<file path="src/rtl/tt_adder_pkg.sv">
// Shared types and constants for the multi-byte adder tile.
// Holds the FSM state enum, uio bit positions, op encoding and the uio_oe value.
package tt_adder_pkg;

    typedef enum logic [2:0] {
        IDLE   = 3'd0,
        LOAD_A = 3'd1,
        LOAD_B = 3'd2,
        ADD    = 3'd3,
        DONE   = 3'd4
    } state_e;

    // uio_in bit positions
    localparam int unsigned VALID  = 0;
    localparam int unsigned OP     = 1;
    localparam int unsigned ACC    = 2;
    localparam int unsigned RD     = 3;
    // uio_out bit positions
    localparam int unsigned BUSY   = 4;
    localparam int unsigned OVALID = 5;
    localparam int unsigned COUT   = 6;
    localparam int unsigned OVF    = 7;

    localparam logic OP_ADD = 1'b0;
    localparam logic OP_SUB = 1'b1;

    localparam logic [7:0] UIO_OE_VAL = 8'hF0;

endpackage

</file>
<file path="src/rtl/adder_byte_slice.sv">
// Combinational 8-bit slice: sum_o = a_i + b_i + cin_i.
// Ports: a_i, b_i operand bytes (b_i already inverted for subtraction),
//        cin_i carry in; sum_o result byte, cout_o carry out,
//        ovf_o signed-overflow term (meaningful for the MSB slice only).
module adder_byte_slice (
    input  logic [7:0] a_i,
    input  logic [7:0] b_i,
    input  logic       cin_i,
    output logic [7:0] sum_o,
    output logic       cout_o,
    output logic       ovf_o
);

    logic [8:0] full_c;

    assign full_c = 9'(a_i) + 9'(b_i) + 9'(cin_i);
    assign sum_o  = full_c[7:0];
    assign cout_o = full_c[8];
    // Overflow when both operands share a sign that the sum does not.
    assign ovf_o  = (a_i[7] == b_i[7]) && (sum_o[7] != a_i[7]);

endmodule

</file>
<file path="src/rtl/tt_um_multibyte_adder.sv">
// Byte-serial WIDTH-bit add/sub tile with accumulator and idle timeout.
// Ports: clk, rst_n (async active-low), ena (freezes all state when low),
//        ui_in operand byte, uio_in {rd_next, acc, op, valid} in [3:0],
//        uo_out result byte, uio_out {ovf, cout, out_valid, busy, 4'b0},
//        uio_oe constant 8'hF0.
// Build option: define SATURATE_EN to clamp results on unsigned carry/borrow.
module tt_um_multibyte_adder
    import tt_adder_pkg::*;
#(
    parameter int unsigned WIDTH     = 16,
    parameter int unsigned MAX_COUNT = 10_000_000
) (
    input  logic       clk,
    input  logic       rst_n,
    input  logic       ena,
    input  logic [7:0] ui_in,
    input  logic [7:0] uio_in,
    output logic [7:0] uo_out,
    output logic [7:0] uio_out,
    output logic [7:0] uio_oe
);

    localparam int unsigned NB = WIDTH / 8;
    localparam int unsigned IW = (NB > 1) ? $clog2(NB) : 1;
    localparam int unsigned TW = $clog2(MAX_COUNT + 1);
    localparam logic [IW-1:0] LAST_IDX = IW'(NB - 1);
    localparam logic [TW-1:0] TMO_LAST = TW'(MAX_COUNT - 1);

    state_e               state_q, state_d;
    logic [NB-1:0][7:0]   a_q, a_d;
    logic [NB-1:0][7:0]   b_q, b_d;
    logic [NB-1:0][7:0]   r_q, r_d;
    logic [NB-1:0][7:0]   acc_q, acc_d;
    logic [IW-1:0]        idx_q, idx_d;
    logic [TW-1:0]        tmo_q, tmo_d;
    logic                 op_q, op_d;
    logic                 carry_q, carry_d;
    logic                 cout_q, cout_d;
    logic                 ovf_q, ovf_d;
    logic [7:0]           uo_out_q, uo_out_d;
    logic [7:0]           uio_out_q, uio_out_d;

    logic                 valid_c, rd_c, op_in_c, acc_in_c;
    logic [3:0]           unused_uio_c;
    logic [7:0]           sl_a_c, sl_b_c, sl_sum_c;
    logic                 sl_cout_c, sl_ovf_c;
    logic [NB-1:0][7:0]   r_out_c;

    assign valid_c      = uio_in[VALID];
    assign op_in_c      = uio_in[OP];
    assign acc_in_c     = uio_in[ACC];
    assign rd_c         = uio_in[RD];
    assign unused_uio_c = uio_in[7:4];

    // Single slice shared across all ADD cycles, indexed by the byte counter.
    assign sl_a_c = a_q[idx_q];
    assign sl_b_c = (op_q == OP_SUB) ? ~b_q[idx_q] : b_q[idx_q];

    adder_byte_slice u_slice (
        .a_i    (sl_a_c),
        .b_i    (sl_b_c),
        .cin_i  (carry_q),
        .sum_o  (sl_sum_c),
        .cout_o (sl_cout_c),
        .ovf_o  (sl_ovf_c)
    );

    // Result as presented and committed to the accumulator.
`ifdef SATURATE_EN
    always_comb begin
        r_out_c = r_q;
        if ((op_q == OP_ADD) && cout_q) begin
            r_out_c = '1;
        end else if ((op_q == OP_SUB) && !cout_q) begin
            r_out_c = '0;
        end
    end
`else
    assign r_out_c = r_q;
`endif

    // Next-state and output logic.
    always_comb begin
        state_d   = state_q;
        a_d       = a_q;
        b_d       = b_q;
        r_d       = r_q;
        acc_d     = acc_q;
        idx_d     = idx_q;
        tmo_d     = tmo_q;
        op_d      = op_q;
        carry_d   = carry_q;
        cout_d    = cout_q;
        ovf_d     = ovf_q;
        uo_out_d  = 8'h00;
        uio_out_d = 8'h00;

        case (state_q)
            IDLE: begin
                tmo_d = '0;
                if (valid_c) begin
                    op_d = op_in_c;
                    if (!acc_in_c) begin
                        a_d[0] = ui_in;
                        if (NB == 1) begin
                            state_d = LOAD_B;
                            idx_d   = '0;
                        end else begin
                            state_d = LOAD_A;
                            idx_d   = IW'(1);
                        end
                    end else begin
                        a_d    = acc_q;
                        b_d[0] = ui_in;
                        if (NB == 1) begin
                            state_d = ADD;
                            idx_d   = '0;
                            carry_d = (op_in_c == OP_SUB);
                        end else begin
                            state_d = LOAD_B;
                            idx_d   = IW'(1);
                        end
                    end
                end
            end

            LOAD_A, LOAD_B: begin
                if (valid_c) begin
                    tmo_d = '0;
                    if (state_q == LOAD_A) begin
                        a_d[idx_q] = ui_in;
                    end else begin
                        b_d[idx_q] = ui_in;
                    end
                    if (idx_q == LAST_IDX) begin
                        idx_d = '0;
                        if (state_q == LOAD_A) begin
                            state_d = LOAD_B;
                        end else begin
                            state_d = ADD;
                            // Subtraction is A + ~B + 1
                            carry_d = (op_q == OP_SUB);
                        end
                    end else begin
                        idx_d = idx_q + IW'(1);
                    end
                end else if (tmo_q == TMO_LAST) begin
                    state_d = IDLE;
                    idx_d   = '0;
                    tmo_d   = '0;
                end else begin
                    tmo_d = tmo_q + TW'(1);
                end
            end

            ADD: begin
                tmo_d        = '0;
                r_d[idx_q]   = sl_sum_c;
                carry_d      = sl_cout_c;
                if (idx_q == LAST_IDX) begin
                    cout_d  = sl_cout_c;
                    ovf_d   = sl_ovf_c;
                    state_d = DONE;
                    idx_d   = '0;
                end else begin
                    idx_d = idx_q + IW'(1);
                end
            end

            DONE: begin
                if (rd_c) begin
                    tmo_d = '0;
                    if (idx_q == LAST_IDX) begin
                        acc_d   = r_out_c;
                        cout_d  = 1'b0;
                        ovf_d   = 1'b0;
                        state_d = IDLE;
                        idx_d   = '0;
                    end else begin
                        idx_d = idx_q + IW'(1);
                    end
                end else if (tmo_q == TMO_LAST) begin
                    cout_d  = 1'b0;
                    ovf_d   = 1'b0;
                    state_d = IDLE;
                    idx_d   = '0;
                    tmo_d   = '0;
                end else begin
                    tmo_d = tmo_q + TW'(1);
                end
            end

            default: begin
                state_d = IDLE;
                idx_d   = '0;
                tmo_d   = '0;
            end
        endcase

        // Outputs reflect the current state, registered one cycle later.
        if (state_q == DONE) begin
            uo_out_d = r_out_c[idx_q];
        end
        uio_out_d[BUSY]   = (state_q != IDLE);
        uio_out_d[OVALID] = (state_q == DONE);
        uio_out_d[COUT]   = cout_q;
        uio_out_d[OVF]    = ovf_q;
    end

    // State register; everything holds while ena is low.
    always_ff @(posedge clk or negedge rst_n) begin
        if (!rst_n) begin
            state_q   <= IDLE;
            a_q       <= '0;
            b_q       <= '0;
            r_q       <= '0;
            acc_q     <= '0;
            idx_q     <= '0;
            tmo_q     <= '0;
            op_q      <= 1'b0;
            carry_q   <= 1'b0;
            cout_q    <= 1'b0;
            ovf_q     <= 1'b0;
            uo_out_q  <= 8'h00;
            uio_out_q <= 8'h00;
        end else if (ena) begin
            state_q   <= state_d;
            a_q       <= a_d;
            b_q       <= b_d;
            r_q       <= r_d;
            acc_q     <= acc_d;
            idx_q     <= idx_d;
            tmo_q     <= tmo_d;
            op_q      <= op_d;
            carry_q   <= carry_d;
            cout_q    <= cout_d;
            ovf_q     <= ovf_d;
            uo_out_q  <= uo_out_d;
            uio_out_q <= uio_out_d;
        end
    end

    assign uo_out  = uo_out_q;
    assign uio_out = uio_out_q;
    assign uio_oe  = UIO_OE_VAL;

endmodule

</file>
<file path="config.mk">
export PLATFORM = sky130hd
export DESIGN_NAME = tt_um_multibyte_adder
export DESIGN_NICKNAME = d
export VERILOG_FILES = /design/src/rtl/tt_adder_pkg.sv /design/src/rtl/adder_byte_slice.sv /design/src/rtl/tt_um_multibyte_adder.sv
export SDC_FILE = /design/constraint.sdc
export NUM_CORES = 1
export LEC_CHECK = 0
export ABC_AREA = 0
export ABC_CLOCK_PERIOD_IN_PS = 5000
export BUFFER_PORTS_ARGS = -buffer_cell sky130_fd_sc_hd__clkbuf_2
export CORE_ASPECT_RATIO = 0.7
export CORE_MARGIN = 2
export CORE_UTILIZATION = 45
export DETAILED_ROUTE_END_ITERATION = 7
export HOLD_SLACK_MARGIN = 0.12
export SLEW_MARGIN = 20
export SYNTH_ARGS = -nofsm -noshare
export SYNTH_HDL_FRONTEND = slang
export SYNTH_SLANG_ARGS = --single-unit
</file>
<file path="constraint.sdc">
create_clock -name clk -period 5 [get_ports clk]
set_input_delay 0.25 -clock clk [delete_from_list [all_inputs] [get_ports clk]]
set_output_delay 0.25 -clock clk [all_outputs]
set_load 0.03 [all_outputs]
</file>
* Word level (Yosys, flattened, before mapping)
Cells that the tools add are included.
Widths: inputs -> output; s select.
** Operators by class
- Reduce and logical (&&, ||, !) cells :: 19
- Multiplexer cells :: 55
- Bitwise logic cells :: 2
- Equal/unequal tests :: 17
- Order comparisons :: 2
- Divide/modulo/power cells :: 0
- $add $sub $neg :: 4
- Shifts and indexed selects :: 0
- $mul :: 0
** Operator list (number)
- $mux 8 :: 15
- $mux 24 :: 3
- $bwmux 16 :: 3
- $mux 16 :: 3
- $pmux 24 s2 :: 1
- $pmux 16 s2 :: 1
- $add 24x1->24 const B :: 1
- $eq 24x24->1 const B :: 1
- $mux 3 :: 7
- $reduce_and 5->1 :: 4
- $pmux 8 s2 :: 1
- $mux 1 :: 14
- $ne 2x2->1 const B :: 7
- $pmux 3 s4 :: 1
- $reduce_and 6->1 :: 2
- $add 8x8->9 :: 1
- $add 9x1->9 :: 1
- $demux 8 s1 :: 1
- $not 8->8 :: 1
- $reduce_and 4->1 :: 2
- $eq 3x2->1 const B :: 2
- $ne 3x3->1 const B :: 2
- $pmux 1 s2 :: 3
- $reduce_bool 2->1 :: 3
- 17 further kinds :: 19
** Word-level totals
- Input bits :: 19
- Logic and storage cells :: 116
- Memory bits (read-only) :: 0
- Bits in writable memories :: 0
- Output and inout port bits :: 24
- Latch bits :: 0
- Flip-flop bits (word level) :: 108
- Memories kept :: 0

* Logic depth before layout (Yosys ltp)
Gate-level depths: netlist (run 1).
- Depth after elaboration :: 10
- Gate-level depth with buffers :: 11
- Mapped depth without buffers :: 9

* By module
Synthesis (run 1) repeated with hierarchy kept, for this count alone.
** Unflattened totals
- Cell total of the unflattened synthesis :: 549
- Area total of the unflattened synthesis :: 5983.2 sq um
** By module, submodules not included
- tt_um_multibyte_adder :: times used 1, area an instance 5646.7 sq um, cells each 507, sequential area each 2702.6 sq um
- adder_byte_slice :: times used 1, area an instance 336.6 sq um, cells each 42, sequential area each 0.0 sq um

* Worst setup path after synthesis (run 1)
OpenSTA, ideal clock, no wires.
- Path type :: flip-flop to flip-flop
- Start :: register idx_q
- End :: register cout_q
- Setup time :: 0.121 ns
- Path buffers :: 2
- Slack :: 1.520 ns
- Required time :: 4.879 ns
- Arrival :: 3.359 ns
- Stages on the path, launching flop included :: 11
- Clock period less this slack :: 3.480 ns
- Cells stage by stage :: dfrtp_1 > clkbuf_1 > buf_1 > mux2_2 > fa_1 > fa_1 > a211oi_1 > o21bai_1 > a2111oi_0 > nor3_1 > a22o_1
** Between the ends
- Cells in the longest elaborated chain, start to end :: 8
- Elaborated cells on any way between the ends :: 13
- Classes of those cells :: add/sub (2); eq/ne (2); mux (7); bitwise (1); reduce/logical (1)
** RTL lines
- from (decl) :: RTL line tt_um_multibyte_adder.sv:34 : logic [IW-1:0] idx_q, idx_d;
- from (signal assigned) :: RTL line tt_um_multibyte_adder.sv:232 : idx_q <= idx_d;
- $mux 8 (implied by the code) (2 in a row) :: RTL line tt_um_multibyte_adder.sv:57 : assign sl_b_c = (op_q == OP_SUB) ? ~b_q[idx_q] : b_q[idx_q];
- $not 8->8 :: RTL line tt_um_multibyte_adder.sv:57
- $mux 8 :: RTL line tt_um_multibyte_adder.sv:57
- $add 8x8->9 :: RTL line adder_byte_slice.sv:16 : assign full_c = 9'(a_i) + 9'(b_i) + 9'(cin_i);
- $add 9x1->9 :: RTL line adder_byte_slice.sv:16
- $mux 1 :: RTL line tt_um_multibyte_adder.sv:160 : if (idx_q == LAST_IDX) begin
- $pmux 1 s2 :: RTL line tt_um_multibyte_adder.sv:98 : case (state_q)
- to (signal assigned) :: RTL line tt_um_multibyte_adder.sv:236 : cout_q <= cout_d;
- to (decl) :: RTL line tt_um_multibyte_adder.sv:38 : logic cout_q, cout_d;
Parallel ways exist; a longest one is shown, timed or not. The select of a mux whose other input is x is not followed.
A chain may end at the register's enable or synchronous reset.

* Worst setup path in the final report (run 1)
Same ends and word-level chain as after synthesis.

==> results of run 1 <==
[repair_timing]
action / in CTS / in global routing
hold buffers: 1 / 0
hold endpoints to repair: 67 / 0
gates resized for setup: 0 / 0
[flip-flops by register name (all words and copies together) (netlist names), 3 cells and up]
register and flops:
tmo_q 24, a_q 16, acc_q 16, b_q 16
r_out_c 16, uo_out 8, uio_out 4, state_q 3
[Yosys cell counts (11+ instances only)]
| cell type | number |
|---|---|
| a21oi_1 | 22 |
| a31oi_1 | 15 |
| and3_1 | 17 |
| buf_4 | 13 |
| clkbuf_1 | 11 |
| dfrtp_1 | 108 |
| inv_1 | 19 |
| mux2_2 | 67 |
| mux2i_1 | 20 |
| nand2_1 | 37 |
| nand3_1 | 23 |
| nor2_1 | 25 |
| o21ai_0 | 32 |
| xnor2_1 | 13 |
[power by group]
group / switching [uW] / internal (uW)
combinational: 1130 / 840
clock: 361 / 369
sequential: 251 / 1150
[logic make-up (layout without fill, tap and decap cells)]
kind of cell             after synthesis  count (layout)  share of synthesized area
XOR/XNOR                              23              23                    0.03484
AO/OA/AOI/OAI                        109             109                     0.1216
multiplexers                          87              87                     0.1651
other                                  2              12                   0.001299
buffers and inverters                 59              66                    0.04891
AND/OR/NAND/NOR                      150             150                     0.1366
adder cells (fa/ha/maj)               10              10                    0.02424
flip-flops                           108             108                     0.4674
[cell type report]
class / count / area, um2
Clock buffer: 10 / 239.0
Clock inverter: 6 / 66.31
Fill cell: 1133 / 6165
Inverter: 19 / 71.32
Multi-Input combinational cell: 391 / 2845
Sequential cell: 108 / 2703
Tap cell: 162 / 202.7
Timing Repair Buffer: 31 / 172.7
[placed cells by master (no fill, tap or decap), types with 13 or more instances in the layout]
master | Yosys | routed
a21oi_1 | 22 | 22
a31oi_1 | 15 | 15
and3_1 | 17 | 17
clkbuf_2 | 0 | 25
dfrtp_1 | 108 | 108
inv_1 | 19 | 19
mux2_2 | 67 | 67
mux2i_1 | 20 | 20
nand2_1 | 37 | 37
nand3_1 | 23 | 23
nor2_1 | 25 | 25
o21ai_0 | 32 | 32
xnor2_1 | 13 | 13
[how the worst max path moves through the flow]
stage / endpoint
5_1_grt: cout_q
4_1_cts: cout_q
3_3_place_gp: cout_q
3_5_place_dp: cout_q
2_1_floorplan: cout_q
6_report: cout_q
[through the flow]
step,cells,cell area (um2),setup WS (ns)
detailed placement,710,5973,1.607
finish,727,6300,1.595
CTS,727,6289,1.551
floorplan,558,5819,1.520
global placement,710,5973,1.629
global route,727,6300,1.333
[routing by layer]
layer / share of wire / vias up
met2: 0.39 / 104
li1: - / 1980
met1: 0.55 / 2093
met5: 0 / -
met4: 0.012 / 0
met3: 0.048 / 17
==> run summary, run 1 <==
status = finished, final reports clean
root buffer cell = clkbuf_16
Worst Setup Start Kind = flop
final net count = 589
Core Box Area = 12460 um2
FF-to-FF setup slack = 1.59 ns
Avg Inst Size Synth = 10.55 um2
Critical Path AT = 3.65 ns
Vias = 4194
CP Capture Type = flop
Hold/Removal Path Class = input pin to flop
Reg-to-Reg End = cout_q
CP Cell Sequence = buf_4 > mux2_2 > fa_1 > a211oi_1 > o21bai_1 > a2111oi_0 > nor3_1 > a22o_1
first-pass GRT wire length = 21620 um
Synth Instances = 548
row cnt = 34
FF+latch count, synth = 108
# H-tree levels = 3
Hold Path Depth = 2
grt met3 use = 0.04568
post-route core utilization = 0.5054
Reg-to-Reg Start = idx_q
share of layout cells above drive strength 1 = 0.2248
DRT Wirelength = 13170 um
diodes inserted = 0
GR met2 Demand/Resource = 0.2523
Lkg Pwr = 0.002816 uW
PwrDens = 650.7 nW/um2
vias in the first global route = 3930
Stages on worst setup path = 8
GR met1 Demand/Resource = 0.3299
antenna violations before repair = 0
clock skew = 0.008565 ns
Fin Hold WS = 0.1284 ns
Worst-path clk slew = 0.08 ns
grt peak-use layer = met1
Synth warnings = 0
Setup violations, final = 0
max_cap viols = 0
Setup TNS = 0 ns
largest net degree at the start of global routing = 69
port bufs = 26
CTS buffer count = 9
GRT Total Usage = 0.1984
post-synth top area cell = dfrtp_1
drt first pass iters = 4
sequential cell area fraction in the yosys report = 0.4674
actual slew at the worst max-slew pin = 1.003 ns
Tot Pwr = 4099 uW
dominant synthesized flop cell = dfrtp_1
Post-synth EDFFs = 0
ANT nets after route = 0
Hold Path End = op_q
buffer and inverter count on the worst path = 1
fin. max-slew vios = 0
async set or reset register ratio after synthesis = 1.000
crit share post-route = 0.6811
DIE AREA = 13790 um2
gpl congestion = 0.8555
Post-CTS Setup Inserts = 0
DP Wirelength = 9043 um
P&R area growth vs syn = 8.959%
Max stage delay cell, worst path = dfrtp_1
IO Pins = 43
fin crit period = 3.405 ns
Worst slew margin = 0.3289
DRC errors left = 0
worst-skew pair later-pin latency = 0.35 ns
Crit path max-delay family = compound AO/OA/AOI/OAI gates
final hold vios = 0
mapped cell area = 5782 um2
Yosys top cell area share = 0.4674
Num Clock Sinks = 108
Die H = 98.84 um
die width = 139.5 um
worst vdd ir = 0.3533 mV
DRT iter0 DRCs = 317
Max clock buf depth = 2
grt ovf = 0
CP max stage delay = 0.72 ns
Crit Path Class = flop to flop
Initial Util = 0.4639
f_max = 293.7 MHz
CP max FO = 28
synth top area cells = dfrtp_1 (47%), mux2_2 (13%), mux2i_1 (3.5%)
HP Start = uio_in[1]
worst reg2reg path depth = 8
CTS tree = done
Worst setup startpoint = idx_q
Via-to-Cell Ratio = 5.769
Distinct cells, synth = 63
wire per inst = 18.11 um
RSZ-0062 raised after global routing = false
Worst EP required = 5.25 ns
Note: power is estimated with default switching activity, not from simulation.
==> run 2: changes to the inputs <==
ABC_CLOCK_PERIOD_IN_PS = 2880   (was 5000)
clock period = 2.88 ns   (was 5 ns; I/O delays follow)
==> run 2 against run 1 <==
Via count increased by 2.1%. Total power increased by 79%. Clock skew increased by 0.0035 ns. Register-to-register slack got worse by 1.4 ns. Combinational power increased by 84%. Global-route usage increased by 0.29 points.
==> run summary, run 2 (synthesis gave the netlist of run 1 again) <==
status = finished, final reports clean
DRT iter0 DRCs = 329 (+3.8%)
antenna violations before repair = 0 (unchanged)
Num Clock Sinks = 108 (unchanged)
ANT nets after route = 0 (unchanged)
Setup violations, final = 0 (unchanged)
# H-tree levels = 3 (unchanged)
wire per inst = 17.91 um (-1.1%)
Crit Path Class = flop to flop
P&R area growth vs syn = 12.59%
Worst EP required = 3.11 ns (-2.14 ns)
Lkg Pwr = 0.002923 uW (+3.8%)
IO Pins = 43 (unchanged)
Critical Path AT = 2.96 ns (-0.69 ns)
max_cap viols = 0 (unchanged)
Initial Util = 0.4639 (unchanged)
die width = 139.5 um (unchanged)
DRC errors left = 0 (unchanged)
row cnt = 34 (unchanged)
Vias = 4280 (+2.1%)
RSZ-0062 raised after global routing = false
Reg with most FFs = tmo_q
f_max = 366.4 MHz (+25%)
Worst slew margin = 0.4626 (+0.1337)
root buffer cell = clkbuf_16
most common cell after layout, fill and taps aside = dfrtp_1
PwrDens = 1125 nW/um2 (+73%)
Setup TNS = 0 ns (unchanged)
DIE AREA = 13790 um2 (unchanged)
share of layout cells above drive strength 1 = 0.2423 (+0.01754)
fin. max-slew vios = 0 (unchanged)
diodes inserted = 0 (unchanged)
Via-to-Cell Ratio = 5.722 (-0.81%)
worst reg2reg path depth = 9 (+1)
CP Capture Type = flop
drt first pass iters = 5 (+1)
first-pass GRT wire length = 21870 um (+1.1%)
Hold/Removal Path Class = input pin to flop
CP Cell Sequence = buf_6 > mux2i_1 > xnor2_1 > ha_1 > a21oi_1 > o211ai_1 > o41a_1 > xor2_1 > mux2_2
worst-skew pair later-pin latency = 0.36 ns (about the same)
CP max stage delay = 0.42 ns (-0.30 ns)
Max stage delay cell, worst path = dfrtp_2
largest net degree at the start of global routing = 56 (-19%)
most frequent cells in the layout = dfrtp_1 (107), mux2_2 (67), nand2_1 (37)
Die H = 98.84 um (unchanged)
Core Box Area = 12460 um2 (unchanged)
gpl congestion = 0.8109 (-5.2%)
grt ovf = 0 (unchanged)
DRT Wirelength = 13390 um (+1.7%)
final hold vios = 0 (unchanged)
CP max FO = 17 (-39%)
Tot Pwr = 7323 uW (+79%)
worst vdd ir = 0.5092 mV (+44%)
clock skew = 0.01203 ns (+0.003469 ns)
final net count = 610 (+3.6%)
DP Wirelength = 9420 um (+4.2%)
CTS tree = done
Worst-path clk slew = 0.07 ns (about the same)
actual slew at the worst max-slew pin = 0.8045 ns (-0.1985 ns)
Worst Setup Start Kind = flop
GRT Total Usage = 0.2013 (+0.002876)
vias in the first global route = 3941 (+0.28%)
Hold Path Depth = 3 (+1)
Largest register FFs = 24 (unchanged)
port bufs = 26 (unchanged)
crit share post-route = 0.9477 (+0.2666)
fin crit period = 2.729 ns (-0.6759 ns)
CTS buffer count = 9 (unchanged)
Max clock buf depth = 2 (unchanged)
run 2: layer usage:
layer	vias to the layer above	GRT usage	part of all wire
met1	2136	0.3338	0.54
met5	-	0	0
met3	8	0.03790	0.045
met4	0	0.04196	0.0081
li1	2019	-	-
met2	117	0.2685	0.40
run 2: critical path: cells and delay by family (launching register included):
kind | cells | cell delay (ns)
XOR/XNOR | 2 | 0.40
AO/OA/AOI/OAI | 3 | 0.75
flip-flops | 1 | 0.42
adder cells (fa/ha/maj) | 1 | 0.30
buffers and inverters | 1 | 0.21
multiplexers | 2 | 0.52
run 2: cell type report:
class / instances / area, um2
clock inverter: 7 / 92.59
fill: 1109 / 5954
clock buffer: 9 / 225.2
timing repair buffer: 52 / 369.1
multi-input combinational: 391 / 2845
inverter: 19 / 71.32
sequential: 108 / 2704
tap: 162 / 202.7
run 2: final timing paths:
kind,startpoint,endpoint,slack (ns)
setup / recovery,idx_q,r_out_c[7],0.15
hold / removal,ena,uio_out[4],0.15
setup reg to reg,idx_q,r_out_c[7],0.15
hold reg to reg,a_q[0],a_q[0],0.48
max in group asynchronous,rst_n,b_q[4],1.73
min in group asynchronous,rst_n,tmo_q[16],0.39
run 2: power breakdown:
part / switching, uW / internal (uW) / leakage, uW / total (uW)
Sequential: 384 / 1990 / 0.00141 / 2380
Combinational: 2040 / 1590 / 0.00136 / 3630
Clock: 614 / 700 / 0.000156 / 1310
Total: 3040 / 4290 / 0.00292 / 7320
run 2: what timing repair did:
item | CTS | global route
hold buffers | 10 | 0
setup endpoints to repair | 0 | 4
setup buffers | 0 | 0
hold endpoints to repair | 69 | 0
gates resized for setup | 0 | 4
run 2: per-stage QoR:
step / util / instances / hold slack [ns] / setup WS (ns) / cell area, um2
final: 0.5223 / 748 / 0.1506 / 0.1506 / 6510
after CTS: 0.5214 / 748 / 0.1465 / 0.06403 / 6499
after global placement: 0.4879 / 722 / 0.2388 / 0.1503 / 6081
after detailed placement: 0.4879 / 722 / 0.2495 / 0.07063 / 6081
after floorplan: - / 558 / -0.1516 / -0.006981 / 5842
after global routing: 0.5223 / 748 / 0.1640 / 0.02162 / 6510
